[config.mk]
export PLATFORM = sky130hd
export DESIGN_NAME = merge_2way
export DESIGN_NICKNAME = d
export VERILOG_FILES = /design/src/rtl/merge_2way.sv
export SDC_FILE = /design/constraint.sdc
export NUM_CORES = 1
export LEC_CHECK = 0
export BUFFER_PORTS_ARGS = -buffer_cell sky130_fd_sc_hd__clkbuf_2
export CAP_MARGIN = 20
export CELL_PAD_IN_SITES_DETAIL_PLACEMENT = 1
export CELL_PAD_IN_SITES_GLOBAL_PLACEMENT = 2
export CORE_MARGIN = 10
export CORE_UTILIZATION = 30
export DETAILED_ROUTE_END_ITERATION = 10
export PLACE_DENSITY_LB_ADDON = 0.1
export SLEW_MARGIN = 20
export SYNTH_ARGS = -nofsm -noshare
export SYNTH_HDL_FRONTEND = slang
export SYNTH_SLANG_ARGS = --single-unit
[constraint.sdc]
create_clock -name clk_i -period 3.08 [get_ports clk_i]
set_clock_uncertainty 0.15 [all_clocks]
set_input_delay 0.462 -clock clk_i [delete_from_list [all_inputs] [get_ports clk_i]]
set_output_delay 0.462 -clock clk_i [all_outputs]
set_load 0.02 [all_outputs]
[src/rtl/merge_2way.sv]
// Streaming 2-way merge stage: pops the heads of two sorted-run FIFOs and emits one
// merged sorted run per input run pair through a registered valid/ready output.
module merge_2way #(
    parameter int unsigned width_p     = 8,
    parameter bit          ascending_p = 1'b1
) (
    input  logic               clk_i,
    input  logic               reset_i,
    input  logic [width_p-1:0] a_data_i,
    input  logic               a_last_i,
    input  logic               a_valid_i,
    output logic               a_ready_o,
    input  logic [width_p-1:0] b_data_i,
    input  logic               b_last_i,
    input  logic               b_valid_i,
    output logic               b_ready_o,
    output logic               valid_o,
    output logic [width_p-1:0] data_o,
    output logic               last_o,
    input  logic               ready_i
);

    typedef enum logic [1:0] {
        MERGE,
        DRAIN_A,
        DRAIN_B
    } state_t;

    state_t             state;
    state_t             state_next;
    logic               ld;
    logic               a_wins;
    logic               pop_a;
    logic               pop_b;
    logic [width_p-1:0] data_next;
    logic               last_next;

    assign ld     = ~valid_o | ready_i;
    // Ties go to A so equal keys keep their A-before-B order.
    assign a_wins = ascending_p ? (a_data_i <= b_data_i) : (a_data_i >= b_data_i);

    assign a_ready_o = pop_a;
    assign b_ready_o = pop_b;

    always_ff @(posedge clk_i) begin
        if (reset_i) begin
            state <= MERGE;
        end else begin
            state <= state_next;
        end
    end

    always_comb begin
        state_next = state;
        pop_a      = 1'b0;
        pop_b      = 1'b0;
        data_next  = a_data_i;
        last_next  = 1'b0;
        if (!reset_i && ld) begin
            case (state)
                MERGE: begin
                    if (a_valid_i && b_valid_i) begin
                        if (a_wins) begin
                            pop_a     = 1'b1;
                            data_next = a_data_i;
                            if (a_last_i) begin
                                state_next = DRAIN_B;
                            end
                        end else begin
                            pop_b     = 1'b1;
                            data_next = b_data_i;
                            if (b_last_i) begin
                                state_next = DRAIN_A;
                            end
                        end
                    end
                end
                // One run is exhausted: the other side carries the merged run's last flag.
                DRAIN_A: begin
                    if (a_valid_i) begin
                        pop_a     = 1'b1;
                        data_next = a_data_i;
                        last_next = a_last_i;
                        if (a_last_i) begin
                            state_next = MERGE;
                        end
                    end
                end
                DRAIN_B: begin
                    if (b_valid_i) begin
                        pop_b     = 1'b1;
                        data_next = b_data_i;
                        last_next = b_last_i;
                        if (b_last_i) begin
                            state_next = MERGE;
                        end
                    end
                end
                default: begin
                    state_next = MERGE;
                end
            endcase
        end
    end

    always_ff @(posedge clk_i) begin
        if (reset_i) begin
            valid_o <= 1'b0;
            data_o  <= '0;
            last_o  <= 1'b0;
        end else if (ld) begin
            valid_o <= pop_a | pop_b;
            if (pop_a | pop_b) begin
                data_o <= data_next;
                last_o <= last_next;
            end
        end
    end

endmodule

Word-level counts from Yosys, hierarchy flattened

Index checks and enable logic that the tools add are counted.

Register bits: 12
Bits of input ports: 23
Output and inout port bits: 12
Word-level logic and storage cells: 51

Order comparisons: 1
Equal/unequal tests: 9
Multiplexer cells: 28
Bitwise operators: 3
Reductions and logical operators: 6

Operator list:

| kind                                                 | number |
|---|---|
| 2-to-1 mux 8 bit                                     | 4 |
| 2-to-1 mux 2 bit                                     | 8 |
| one-hot mux 8 bit (2 select lines)                   | 1 |
| 2-to-1 mux 1 bit                                     | 11 |
| != test 2 bit (second input constant)                | 5 |
| <= comparator 8 bit                                  | 1 |
| AND reduction 8 bit                                  | 1 |
| != test 3 bit (second input constant)                | 2 |
| one-hot mux 1 bit (2 select lines)                   | 3 |
| one-hot mux 2 bit (3 select lines)                   | 1 |
| equality test 2 x 1 -> 1 bit (second input constant) | 1 |
| equality test 2 bit (second input constant)          | 1 |
| logical AND 1 bit                                    | 2 |
| logical NOT 2 bit                                    | 1 |
| OR 1 bit                                             | 2 |
| AND reduction 2 bit                                  | 1 |
| logical NOT 1 bit                                    | 1 |
| NOT 1 bit                                            | 1 |

Depth between registers and ports, before layout

Word-level depth: 7
Mapped depth: 9
Gate-level depth less buffers: 8

Least setup slack after synthesis

Ideal clock, no wire load.

Path kind: input to output
Start: in b_data_i[1]
End: out a_ready_o
Data arrival time: 1.781 ns
Data required time: 2.468 ns
Setup slack: 0.687 ns
Cell stages on the path: 8
Path buffers: 0
Cells stage by stage: inv_1 > ha_1 > nor2b_2 > o211ai_2 > a21o_1 > a21o_1 > a31oi_1 > nor2_1

Cells in the longest elaborated chain, start to end: 5

Ends and longest elaborated chain:

| element                            | RTL line | source |
|---|---|---|
| from (decl)                        | 13       | `input logic [width_p-1:0] b_data_i,` |
| <= comparator 8 bit                | 40       | `assign a_wins = ascending_p ? (a_data_i <= b_data_i) : (a_data_i >= b_data_i);` |
| 2-to-1 mux 1 bit                   | 63       | `if (a_wins) begin` |
| 2-to-1 mux 1 bit                   | 62       | `if (a_valid_i && b_valid_i) begin` |
| one-hot mux 1 bit (2 select lines) | 60       | `case (state)` |
| 2-to-1 mux 1 bit                   | 59       | `if (!reset_i && ld) begin` |
| to (decl)                          | 12       | `output logic a_ready_o,` |

Every way passes these cells.

Worst setup path after layout

Start: in b_data_i[3]
End: out a_ready_o

The elaborated chain is that of the path after synthesis.

==> flow_summary.toml <==
[synthesis]
yosysMostFrequentCell = "inv_1"
synth.avg_cell_area_um2 = 7.51
ys_seq_area_share_pct = 20.1
post-synth-top-area-fraction_pct = 20.1
netlist_top_cells_area = "dfxtp_1 20%, ha_1 12%, a221oi_1 5.9%, nand3_1 5.0%, inv_1 5.0%"
synth_enable_flop_cells = 0
largest_area_contributor_in_the_synthesized_netlist = "dfxtp_1"
synth_fp_nets = 193
yosys_register_bits = 12
synth_async_sr_flop_share_pct = 0
postSynth.topFlopCell = "dfxtp_1"
synth_commonest_cells = "16 x inv_1, 15 x nand2_1, 12 x dfxtp_1, 12 x nand3_1, 12 x nor2_1"
syn_area_um2 = 1190
postSynthCellCount = 159
yosysWarnings = 0
synthDistinctLibCells = 38

[global_route]
global_route.usage.total_pct = 11.9
gr-total-overflow = 0
grt_start_max_net_pins = 17
grt_pass1_wl_mm = 7.07
grt_antenna_before_repair = 0
via_count_of_the_first_global_routing_pass = 1432

[sta]
post_route_fraction_of_the_period_consumed_by_the_critical_path_pct = 85.9
report.final.setup_viol = 0
timing.final.crit_period_ns = 2.65
timing.final.hold_violations = 0
timing_worst_slew_pin_value_ns = 0.694
rsz0062_at_grt = "no"
slew-limit-headroom_pct = 53.4
final-max-slew-violation-count = 0
timing.fmax_ghz = 0.378
setup_tns_ns = 0

[placement]
gp_congestion = 0.842
hpwl_mm = 3.29
port_buffers = 34

[drt]
vias_per_cell = 5.58
drt_pre_antenna_iters = 3
antenna_viol_nets_final = 0
total_via_count_after_detailed_routing = 1333
top_layer_used = "met4"
route.final.wire_length_mm = 4.15
met2_wirelength_mm = 1.93
avgRoutedWirePerCell_um = 17.4
met3_length_um = 167
drc_errors = 0
initial_drc_count = 70
wirelength_met1_mm = 1.99

[layout]
flow.area_growth_from_synthesis_pct = 22.0
drive_above_1_share_pct = 26.7
utilization_pct = 38.9
num-nets-final = 227
n_antenna_cell = 0

[critical_path]
worst-setup-path-type = "in2out"
ff2ff_setup_slack_ns = 0.74
critPathArrivalTime_ns = 2.03
crit_slowest_cell = "a21oi_1"
worst-path-max-fanout = 3
worst-endpoint-required_ns = 2.47
path_cells = "clkbuf_2, inv_1, ha_1, a21oi_1, a21o_1, a21o_1, a31oi_1, nor2_1, clkbuf_2"
worst-r2r-cell-count = 7
rr_startpoint = "state[0]"
endpoint_kind = "primary output"
cp_slowest_stage_delay_ns = 0.35
regToRegEndpoint = "data_o[4]"
start_kind = "input pin"

[status]
run_status = "completed"

[clocking]
cts_buffers = 3
cts_hold_buf = 0
clk_latency_ns = 0.25
clock_tree.htree_level_count = 1
post_cts_buffers = 0
cts.sinks = 12
root_buffer = "clkbuf_8"
clkSlewWorstSetupHoldPaths_ns = 0.05
tritoncts = "built"
cts_resized = 0
clock_tree.buffer_depth = 2

[pwr]
static-leakage-power_nw = 0.662
power.share.clock_pct = 26.7
switching_part_of_the_total_pct = 39.3
sequentialPowerShare_pct = 31.2
internal_power_w = 0.000344
switchingPower_w = 0.000222
pwr-share-comb_pct = 42.1
pwr_density_cell_nw_per_um2 = 389
peakVddDrop_uv = 179

[hold_path]
min_delay_endpoint = "last_o"
hp-class = "reg2reg"
hold_path.startpoint = "last_o"
hold_depth = 2

[floorplan]
top_level_ports = 35
dieHeight_um = 83.1
area_of_the_die_um2 = 6900
core_um2 = 3740
starting_density_of_the_core_pct = 31.9
dieWidth_um = 83.1
row_count = 22

[run]
cap_viol_max_count = 0
## logic make-up (layout without fill, tap and decap cells)
group                    Yosys count  after routing  synth area share (%)
buffers and inverters             26             58                  8.91
AO/OA/AOI/OAI                     53             53                  35.6
flip-flops                        12             12                  20.1
AND/OR/NAND/NOR                   57             57                  23.8
adder cells (fa/ha/maj)           11             11                  11.5
## per-layer routing
| metal | up-vias | global-route usage [%] |
|---|---|---|
| li1 | 660 | - |
| met1 | 645 | 14.5 |
| met2 | 24 | 19.8 |
| met3 | 4 | 2.64 |
| met4 | 0 | 4.46 |
| met5 | - | 0 |
## per-stage QoR
step / instances / power, W / setup WS (ns) / hold WS (ns) / cell area (um2)
after global placement: 236 / 0.000416 / 0.405 / 0.295 / 1420
after detailed placement: 236 / 0.000419 / 0.422 / 0.303 / 1420
final: 239 / 0.000566 / 0.433 / 0.309 / 1460
after CTS: 239 / 0.000571 / 0.416 / 0.311 / 1460
after global routing: 239 / 0.000605 / 0.265 / 0.333 / 1460
after floorplan: 159 / 0.000340 / 0.687 / 0.360 / 1190
## registers in the layout, indices dropped and copies added (netlist names)
register  flops
data_o        8
last_o        1
valid_o       1
state         2
## placed cells by master, fill, tap and decap left out, types with 2 or more instances in the layout
| cell | count |
|---|---|
| nor2b_1 | 2 |
| nand3_1 | 12 |
| nand4_1 | 5 |
| dfxtp_1 | 12 |
| a221oi_1 | 8 |
| nand2_1 | 15 |
| ha_1 | 11 |
| a31oi_1 | 2 |
| a41oi_1 | 3 |
| inv_1 | 16 |
| nor2_1 | 12 |
| a21oi_1 | 8 |
| o2bb2ai_1 | 3 |
| a21o_1 | 2 |
| a311oi_2 | 3 |
| clkbuf_2 | 34 |
| buf_4 | 5 |
| a211oi_1 | 5 |
| clkbuf_8 | 3 |
| nor3_1 | 3 |
| o21a_1 | 2 |
| o21ai_0 | 9 |
## how the worst max path moves through the flow
stage / start / end / slack (ns)
after floorplan: b_data_i[1] / a_ready_o / 0.69
after global placement: b_data_i[1] / b_ready_o / 0.40
after detailed placement: b_data_i[1] / data_o[4] / 0.42
after CTS: b_data_i[3] / a_ready_o / 0.42
after global routing: b_data_i[3] / a_ready_o / 0.26
final: b_data_i[3] / a_ready_o / 0.43
## worst max-delay path, delay by kind of cell
family | cells | cell delay [ns]
AND/OR/NAND/NOR | 1 | 0.14
buffers and inverters | 3 | 0.33
AO/OA/AOI/OAI | 4 | 0.78
adder cells (fa/ha/maj) | 1 | 0.31
## power groups by stage
| stage | Sequential [W] | Clock [W] | Combinational, W |
|---|---|---|---|
| after floorplan | 0.000193 | 0 | 0.000147 |
| after global placement | 0.000179 | 0 | 0.000237 |
| after detailed placement | 0.000180 | 0 | 0.000239 |
| after CTS | 0.000177 | 0.000155 | 0.000240 |
| after global routing | 0.000179 | 0.000159 | 0.000267 |
| final | 0.000177 | 0.000151 | 0.000238 |
## layout make-up
cell class	instances	area, um2
Tap cell	48	60.1
Fill cell	509	2290
Inverter	16	60.1
Multi-Input combinational cell	121	847
Timing Repair Buffer	39	208
Clock buffer	3	41.3
Sequential cell	12	240
Power figures use the tool's default switching activity.
